**config.mk**
```make
export PLATFORM = sky130hd
export DESIGN_NAME = cos_taylor_n_flat
export DESIGN_NICKNAME = d
export VERILOG_FILES = /design/src/rtl/cos_taylor_if.sv /design/src/rtl/cos_taylor_n.sv /design/src/flat_wrapper.sv
export SDC_FILE = /design/constraint.sdc
export NUM_CORES = 2
export LEC_CHECK = 0
export ABC_AREA = 1
export BUFFER_PORTS_ARGS = -buffer_cell sky130_fd_sc_hd__buf_2
export CAP_MARGIN = 15
export CORE_UTILIZATION = 55
export DETAILED_ROUTE_END_ITERATION = 6
export PLACE_DENSITY = 0.83
export RECOVER_POWER = 25
export SLEW_MARGIN = 20
export SYNTH_ARGS = -nofsm -noshare
export SYNTH_HDL_FRONTEND = slang
export SYNTH_SLANG_ARGS = --single-unit
```
**constraint.sdc**
```tcl
create_clock -name clk -period 14.53 [get_ports clk]
set_input_delay 0.7265 -clock clk [delete_from_list [all_inputs] [get_ports clk]]
set_output_delay 0.7265 -clock clk [all_outputs]
set_load 0.02 [all_outputs]
```
**src/rtl/cos_taylor_if.sv**
```systemverilog
// Operand/result handshake bundle for cos_taylor_n.
// in_sin exists only when COS_TAYLOR_SIN_EN is defined.
interface cos_taylor_if;
  logic [31:0] in_rad;
  logic        in_stb;
  logic        in_ack;
`ifdef COS_TAYLOR_SIN_EN
  logic        in_sin;
`endif
  logic [31:0] out_z;
  logic        out_stb;
  logic        out_ack;

  modport slave (
    input  in_rad,
    input  in_stb,
`ifdef COS_TAYLOR_SIN_EN
    input  in_sin,
`endif
    input  out_ack,
    output in_ack,
    output out_z,
    output out_stb
  );

  modport master (
    output in_rad,
    output in_stb,
`ifdef COS_TAYLOR_SIN_EN
    output in_sin,
`endif
    output out_ack,
    input  in_ack,
    input  out_z,
    input  out_stb
  );
endinterface

```
**src/rtl/cos_taylor_n.sv**
```systemverilog
// Horner-form Taylor cosine over one shared fp multiplier and adder.
// Define COS_TAYLOR_SIN_EN to add the sine table, in_sin and the FIN step.
module fp_op2x32 #(
  parameter bit ADD = 1'b0
) (
  input  logic        clk,
  input  logic        rst,
  input  logic [31:0] input_a,
  input  logic        input_a_stb,
  output logic        input_a_ack,
  input  logic [31:0] input_b,
  input  logic        input_b_stb,
  output logic        input_b_ack,
  output logic [31:0] output_z,
  output logic        output_z_stb,
  input  logic        output_z_ack
);
  typedef enum logic [1:0] {GET, CALC, PUT} op_t;
  op_t         st;
  logic [31:0] a, b;
  logic        ga, gb;

  // Round-to-nearest-even; subnormals flush to zero.
  function automatic logic [31:0] fmul(
    input logic [31:0] x, input logic [31:0] y);
    logic        s, g, sk;
    logic [47:0] p;
    logic [23:0] m;
    logic [24:0] r;
    int          e;
    s = x[31] ^ y[31];
    p = {24'd0, 1'b1, x[22:0]} * {24'd0, 1'b1, y[22:0]};
    e = int'(x[30:23]) + int'(y[30:23]) - 127;
    if (p[47]) begin
      m = p[47:24]; g = p[23]; sk = |p[22:0]; e = e + 1;
    end else begin
      m = p[46:23]; g = p[22]; sk = |p[21:0];
    end
    r = {1'b0, m} + {24'd0, g & (sk | m[0])};
    if (r[24]) begin
      r = r >> 1; e = e + 1;
    end
    fmul = {s, e[7:0], r[22:0]};
    if (e <= 0) fmul = {s, 31'd0};
    if (e >= 255) fmul = {s, 8'hff, 23'd0};
    if (x[30:23] == 8'hff || y[30:23] == 8'hff) begin
      if ((x[30:23] == 8'hff && x[22:0] != 0) ||
          (y[30:23] == 8'hff && y[22:0] != 0) ||
          x[30:23] == 8'd0 || y[30:23] == 8'd0)
        fmul = 32'h7fc00000;
      else
        fmul = {s, 8'hff, 23'd0};
    end else if (x[30:23] == 8'd0 || y[30:23] == 8'd0) begin
      fmul = {s, 31'd0};
    end
  endfunction

  function automatic logic [31:0] fadd(
    input logic [31:0] p, input logic [31:0] q);
    logic [31:0] x, y;
    logic [50:0] t;
    logic [26:0] mx, my, n;
    logic [27:0] s;
    logic [24:0] r;
    logic        g, sk;
    int          d, e, lz;
    if (p[30:0] >= q[30:0]) begin
      x = p; y = q;
    end else begin
      x = q; y = p;
    end
    d = int'(x[30:23]) - int'(y[30:23]);
    if (d > 31) d = 31;
    t  = {1'b1, y[22:0], 27'd0} >> d;
    mx = {1'b1, x[22:0], 3'd0};
    my = {t[50:25], |t[24:0]};
    e  = int'(x[30:23]);
    if (x[31] == y[31]) s = {1'b0, mx} + {1'b0, my};
    else                s = {1'b0, mx} - {1'b0, my};
    if (s[27]) begin
      n = {s[27:2], s[1] | s[0]}; e = e + 1;
    end else begin
      lz = 0;
      for (int i = 0; i < 27; i++) if (s[i]) lz = 26 - i;
      n = s[26:0] << lz;
      e = e - lz;
    end
    g  = n[2];
    sk = n[1] | n[0];
    r  = {1'b0, n[26:3]} + {24'd0, g & (sk | n[3])};
    if (r[24]) begin
      r = r >> 1; e = e + 1;
    end
    fadd = {x[31], e[7:0], r[22:0]};
    if (e <= 0) fadd = {x[31], 31'd0};
    if (e >= 255) fadd = {x[31], 8'hff, 23'd0};
    if (s == 28'd0) fadd = 32'h0;
    if (x[30:23] == 8'hff) begin
      if (x[22:0] != 0 || (y[30:23] == 8'hff && x[31] != y[31]))
        fadd = 32'h7fc00000;
      else
        fadd = x;
    end else if (y[30:23] == 8'd0) begin
      fadd = x;
    end
  endfunction

  assign input_a_ack = (st == GET) && !ga;
  assign input_b_ack = (st == GET) && !gb;

  always_ff @(posedge clk or posedge rst) begin
    if (rst) begin
      st <= GET;
      a <= '0;
      b <= '0;
      ga <= 1'b0;
      gb <= 1'b0;
      output_z <= '0;
      output_z_stb <= 1'b0;
    end else begin
      unique case (st)
        GET: begin
          if (input_a_stb && !ga) begin
            a <= input_a; ga <= 1'b1;
          end
          if (input_b_stb && !gb) begin
            b <= input_b; gb <= 1'b1;
          end
          if (ga && gb) st <= CALC;
        end
        CALC: begin
          output_z <= ADD ? fadd(a, b) : fmul(a, b);
          output_z_stb <= 1'b1;
          st <= PUT;
        end
        PUT: if (output_z_ack) begin
          output_z_stb <= 1'b0;
          ga <= 1'b0;
          gb <= 1'b0;
          st <= GET;
        end
        default: st <= GET;
      endcase
    end
  end
endmodule

module cos_taylor_n #(
  parameter int N_TERMS = 3
) (
  input logic clk,
  input logic rst_n,
  cos_taylor_if.slave io
);
  typedef enum logic [2:0] {
    IDLE, SQ, MUL, ADD,
`ifdef COS_TAYLOR_SIN_EN
    FIN,
`endif
    DONE
  } st_t;

  localparam logic [2:0] KT = 3'(N_TERMS - 1);
  localparam logic [2:0] K0 = 3'(N_TERMS - 2);

  st_t         st;
  logic        rst;
  logic [31:0] x, x2, acc;
  logic [2:0]  k;
  logic        sin_q, sin_in;
  logic [31:0] m_a, m_b, m_z, a_a, a_b, a_z;
  logic        m_a_stb, m_b_stb, m_a_ack, m_b_ack;
  logic        m_z_stb, m_z_ack;
  logic        a_a_stb, a_b_stb, a_a_ack, a_b_ack;
  logic        a_z_stb, a_z_ack;

  assign rst = ~rst_n;
`ifdef COS_TAYLOR_SIN_EN
  assign sin_in = io.in_sin;
`else
  assign sin_in = 1'b0;
  assign sin_q  = 1'b0;
`endif

  // sel = {sine, index}
  function automatic logic [31:0] coef(input logic [3:0] sel);
    case (sel)
      4'h0: coef = 32'h3f800000;
      4'h1: coef = 32'hbf000000;
      4'h2: coef = 32'h3d2aaaab;
      4'h3: coef = 32'hbab60b61;
      4'h4: coef = 32'h37d00d01;
      4'h5: coef = 32'hb493f27e;
`ifdef COS_TAYLOR_SIN_EN
      4'h8: coef = 32'h3f800000;
      4'h9: coef = 32'hbe2aaaab;
      4'ha: coef = 32'h3c088889;
      4'hb: coef = 32'hb9500d01;
      4'hc: coef = 32'h3638ef1d;
      4'hd: coef = 32'hb2d7322b;
`endif
      default: coef = 32'h0;
    endcase
  endfunction

  fp_op2x32 #(.ADD(1'b0)) u_mult (
    .clk(clk), .rst(rst),
    .input_a(m_a), .input_a_stb(m_a_stb), .input_a_ack(m_a_ack),
    .input_b(m_b), .input_b_stb(m_b_stb), .input_b_ack(m_b_ack),
    .output_z(m_z), .output_z_stb(m_z_stb), .output_z_ack(m_z_ack)
  );

  fp_op2x32 #(.ADD(1'b1)) u_add (
    .clk(clk), .rst(rst),
    .input_a(a_a), .input_a_stb(a_a_stb), .input_a_ack(a_a_ack),
    .input_b(a_b), .input_b_stb(a_b_stb), .input_b_ack(a_b_ack),
    .output_z(a_z), .output_z_stb(a_z_stb), .output_z_ack(a_z_ack)
  );

  always_ff @(posedge clk or negedge rst_n) begin
    if (!rst_n) begin
      st <= IDLE;
      io.in_ack <= 1'b0;
      io.out_stb <= 1'b0;
      io.out_z <= '0;
      x <= '0;
      x2 <= '0;
      acc <= '0;
      k <= '0;
`ifdef COS_TAYLOR_SIN_EN
      sin_q <= 1'b0;
`endif
      m_a <= '0;
      m_b <= '0;
      a_a <= '0;
      a_b <= '0;
      m_a_stb <= 1'b0;
      m_b_stb <= 1'b0;
      a_a_stb <= 1'b0;
      a_b_stb <= 1'b0;
      m_z_ack <= 1'b0;
      a_z_ack <= 1'b0;
    end else begin
      if (m_a_stb && m_a_ack) m_a_stb <= 1'b0;
      if (m_b_stb && m_b_ack) m_b_stb <= 1'b0;
      if (a_a_stb && a_a_ack) a_a_stb <= 1'b0;
      if (a_b_stb && a_b_ack) a_b_stb <= 1'b0;
      m_z_ack <= 1'b0;
      a_z_ack <= 1'b0;
      unique case (st)
        IDLE: begin
          if (io.in_stb && io.in_ack) begin
            x <= io.in_rad;
`ifdef COS_TAYLOR_SIN_EN
            sin_q <= io.in_sin;
`endif
            io.in_ack <= 1'b0;
            k <= K0;
            acc <= coef({sin_in, KT});
            m_a <= io.in_rad;
            m_b <= io.in_rad;
            m_a_stb <= 1'b1;
            m_b_stb <= 1'b1;
            st <= SQ;
          end else begin
            io.in_ack <= 1'b1;
          end
        end
        SQ: if (m_z_stb && !m_z_ack) begin
          m_z_ack <= 1'b1;
          x2 <= m_z;
          m_a <= acc;
          m_b <= m_z;
          m_a_stb <= 1'b1;
          m_b_stb <= 1'b1;
          st <= MUL;
        end
        MUL: if (m_z_stb && !m_z_ack) begin
          m_z_ack <= 1'b1;
          a_a <= m_z;
          a_b <= coef({sin_q, k});
          a_a_stb <= 1'b1;
          a_b_stb <= 1'b1;
          st <= ADD;
        end
        ADD: if (a_z_stb && !a_z_ack) begin
          a_z_ack <= 1'b1;
          acc <= a_z;
          if (k == 3'd0) begin
`ifdef COS_TAYLOR_SIN_EN
            if (sin_q) begin
              m_a <= a_z;
              m_b <= x;
              m_a_stb <= 1'b1;
              m_b_stb <= 1'b1;
              st <= FIN;
            end else begin
              io.out_z <= a_z;
              io.out_stb <= 1'b1;
              st <= DONE;
            end
`else
            io.out_z <= a_z;
            io.out_stb <= 1'b1;
            st <= DONE;
`endif
          end else begin
            k <= k - 3'd1;
            m_a <= a_z;
            m_b <= x2;
            m_a_stb <= 1'b1;
            m_b_stb <= 1'b1;
            st <= MUL;
          end
        end
`ifdef COS_TAYLOR_SIN_EN
        FIN: if (m_z_stb && !m_z_ack) begin
          m_z_ack <= 1'b1;
          acc <= m_z;
          io.out_z <= m_z;
          io.out_stb <= 1'b1;
          st <= DONE;
        end
`endif
        DONE: if (io.out_ack) begin
          io.out_stb <= 1'b0;
          io.in_ack <= 1'b1;
          st <= IDLE;
        end
        default: st <= IDLE;
      endcase
    end
  end
endmodule

```
**src/flat_wrapper.sv**
```systemverilog
// flat-port wrapper written by rule: the top's interface ports become plain ports
module cos_taylor_n_flat 
#(
  parameter int N_TERMS = 3
)
  (clk, rst_n, io_in_rad, io_in_stb, io_out_ack, io_in_ack, io_out_z, io_out_stb);
  cos_taylor_if io_i ();
  input logic clk;
  input logic rst_n;
  input wire logic [$bits(io_i.in_rad)-1:0] io_in_rad;
  input wire logic [$bits(io_i.in_stb)-1:0] io_in_stb;
  input wire logic [$bits(io_i.out_ack)-1:0] io_out_ack;
  output wire logic [$bits(io_i.in_ack)-1:0] io_in_ack;
  output wire logic [$bits(io_i.out_z)-1:0] io_out_z;
  output wire logic [$bits(io_i.out_stb)-1:0] io_out_stb;
  assign io_i.in_rad = io_in_rad;
  assign io_i.in_stb = io_in_stb;
  assign io_i.out_ack = io_out_ack;
  assign io_in_ack = io_i.in_ack;
  assign io_out_z = io_i.out_z;
  assign io_out_stb = io_i.out_stb;
  cos_taylor_n #(.N_TERMS(N_TERMS)) u_core (.clk(clk), .rst_n(rst_n), .io(io_i));
endmodule
```
==> out/metrics.yaml <==
yosys:
  synthAdderAreaFrac_pct: 28.0
  synth_nets: 7326
  number_of_enable_type_register_cells_in_the_synthesized_netlist: 0
  post_synth_mux_area_share_pct: 0.992
  dominant_combinational_cell_family_by_area_after_synthesis: "adder cells"
  syn_area_per_cell_sq_um: 7.32
  dominantRegCellSynth: "dfrtp_1"
  synth_area_sq_um: 47700
  ffs_latches_synth: 412
  yosys.area_share.xor_xnor_pct: 2.25
  synth.yosys.seq_area_share_pct: 21.6
  synthTopCellsByArea: "dfrtp_1, fa_1, nand2_1"
  synth_compound_gate_area_share_pct: 9.77
  netlist.area_leader.share_pct: 21.6
  ys_warnings: 0
  synth_async_sr_flop_share_pct: 100
  synthTopCellsByCount: "nand2_1, inv_1, fa_1"
  synth_most_common_cell: "nand2_1"
  syn-instance-count: 6515
  synth_top_cell_by_area: "dfrtp_1"
  yosysUniqueCellTypes: 70
  synth-simple-area-share_pct: 24.2
timing:
  max_slew_margin_pct: -341
  timing.clock.skew_ps: 23.1
  rsz_0062_raised_after_global_routing: "false"
  worst-slew-pin-transition_ps: 6610
  setup_total_negative_slack_ps: 0
  timing.final.max_slew_violations: 374
  timing.final.hold_violations: 0
  hold_slack_ps: 468
  timing.fmax_ghz: 0.0741
  period_needed_ps: 13500
  finalSetupViolations: 0
  layout_worst_path_cycle_share_pct: 92.9
global_routing:
  grt_pass1_wl_microns: 234000
  antenna_violations_before_repair: 2
  grt_pass1_vias: 43300
  global_route.usage.total_pct: 34.0
  grt.busiest_layer: "met2"
  gr-usage-met2_pct: 53.1
  grt.overflow.total: 0
  grt_max_degree: 122
  groute.layer.met1.usage_pct: 46.4
  groute.layer.met3.usage_pct: 6.95
route:
  antenna_violating_nets_post_route: 0
  detail_route.vias_per_cell: 5.78
  dr.first_iter.drc_count: 4677
  drt-pass1-iter-count: 7
  drt_wl_total_microns: 147000
  drc: 9
  via_count: 43800
  post_detailed_route_wirelength_per_cell_microns: 19.3
critical_path:
  slowest_stage: "dfrtp_1"
  critical_path.most_common_cell: "nand2_1"
  slowest_delay_ps: 690
  cp_data_required_time_ps: 14950
  timing.critical_path.from_type: "register"
  cp_num_buf_inv: 11
  cp_top_family: "simple AND/OR/NAND/NOR gates"
  timing.critical_path.to_type: "register"
  timing.setup.critical_path_class: "register to register"
  cp_data_arrival_time_ps: 13920
  critical_path_fanouts_max: 35
die:
  top_level_ports: 70
  design.die.area_sq_um: 87900
  initial_utilization_pct: 55.8
  coreArea_sq_um: 85500
  chipWidth_microns: 296
  vert_die_dim_microns: 296
  placement_rows: 107
final_layout:
  fillers: 7491
  drive_gt1_share_pct: 6.54
  net_total_in_the_final_layout: 7222
  finalNonFillerCells: 7586
  layout.area.seq_sq_um: 10300
  multi_input_comb_area_sq_um: 31200
  area_growth_pct: 5.64
  design_area_sq_um: 50400
placed_design:
  gpl.final_weighted_congestion: 1.07
  dpl.cell_count: 7512
  postPlaceCellArea_sq_um: 48900
  placement.io_buffers: 69
  place.detailed.hpwl_microns: 113000
clock_network:
  cts_buffer_depth: 3
  worstSkewPairLatency_ps: 560
  clk_slew_on_worst_s_h_paths_ps: 60
  post_cts.repair.setup_buffers: 0
  cts-htree-levels: 2
  cts_tree: "yes"
  cts_root_buffer: "clkbuf_16"
  clock_sinks: 412
  tritoncts.num_buffers: 41
worst_hold_path:
  min-delay-path-class: "primary input to register"
status:
  violations: "DRC, capacitance limit, slew limit"
  outcome: "finished with violations"
flow_run:
  max_cap_viol_count: 6
[worst reg2reg max path: cells and delay by family, from the launching register on]
kind	cells	cell delay, ps
simple gates	37	5200
fa+ha+maj	9	3660
compound gates	12	2070
buf+inv	11	1720
flops	1	690
[worst paths after layout]
check	cells past startpoint	slack, ps	endpoint	startpoint
max	69	1030	u_core.u_mult.output_z[26]$_DFFE_PN0P_	u_core.u_mult.b[4]$_DFFE_PN0P_
min	3	470	u_core.m_b[27]$_DFFE_PN0P_	io_in_rad[27]
max reg2reg	69	1030	u_core.u_mult.output_z[26]$_DFFE_PN0P_	u_core.u_mult.b[4]$_DFFE_PN0P_
max in group asynchronous	3	7540	u_core.u_mult.a[3]$_DFFE_PN0P_	rst_n
min in group asynchronous	1	2660	u_core.u_add.output_z[27]$_DFFE_PN0P_	rst_n
min reg2reg	2	490	u_core.acc[8]$_DFFE_PN0P_	u_core.acc[8]$_DFFE_PN0P_
[cells by family (layout without fill, tap and decap cells)]
kind of cell | count (synthesis) | count (layout)
adders and majority gates | 775 | 775
other | 0 | 1
muxes | 42 | 42
xor gates and xnor gates | 121 | 121
DFF | 412 | 412
buffers and inverters | 1627 | 1553
and+or+nand+nor | 2725 | 2725
AOI/OAI and AO/OA | 813 | 813
[layout make-up]
cell class	instances	share of cell area, %
multi-input cells	4476	61.9
well taps	1144	2.84
clock inverters	11	0.338
repair buffers	179	2.30
clock buffers	62	2.48
diodes	1	0.00497
flip-flops and latches	412	20.5
inverters	1301	9.71
[cells in the final DEF (no fill, tap or decap), drive strengths merged, types with 5 or more instances in the layout]
cell type and n:
a211oi 7, a21oi 176, a22oi 26, a31oi 39, a41oi 17, buf 173, clkbuf 68, clkinv 13
dfrtp 412, fa 485, ha 290, inv 1293, mux2 42, nand2 1731, nand3 459, nand3b 5
nand4 93, nor2 341, nor3 36, nor4 35, o211ai 34, o21ai 422, o21bai 10, o221ai 13
o22ai 24, o31ai 12, o32ai 6, or2 18, xnor2 40, xor2 81
[stage by stage]
step / util (%) / setup slack, ps
2_1_floorplan: - / 3220
3_3_place_gp: 57.2 / 1120
3_5_place_dp: 57.2 / 856
4_1_cts: 58.9 / 822
5_1_grt: 58.9 / 28.5
6_report: 58.9 / 1030
[sequential cells by signal, indices dropped and copies added, names as in the netlist, 32 cells and up]
name / count
u_core.acc: 32
u_core.x2: 32
u_core.u_add.output_z: 32
u_core.u_mult.output_z: 32
u_core.u_add.a: 32
u_core.io.out_z: 32
u_core.m_b: 32
u_core.m_a: 32
u_core.u_mult.b: 32
u_core.u_mult.a: 32
u_core.a_a: 32
[routing by layer]
| layer | wire length, microns | up-vias |
|---|---|---|
| met1 | 58200 | 21000 |
| met2 | 65500 | 2401 |
| met5 | 25 | - |
| li1 | - | 20000 |
| met3 | 16100 | 434 |
| met4 | 6760 | 4 |
[repair_timing]
action	CTS	global route
endpoints found under the setup margin	0	61
resized for setup	0	16
hold buffers	0	0
Power is not shown: default switching activity piles up to over one toggle a cycle in this logic, so the estimate is an artifact.
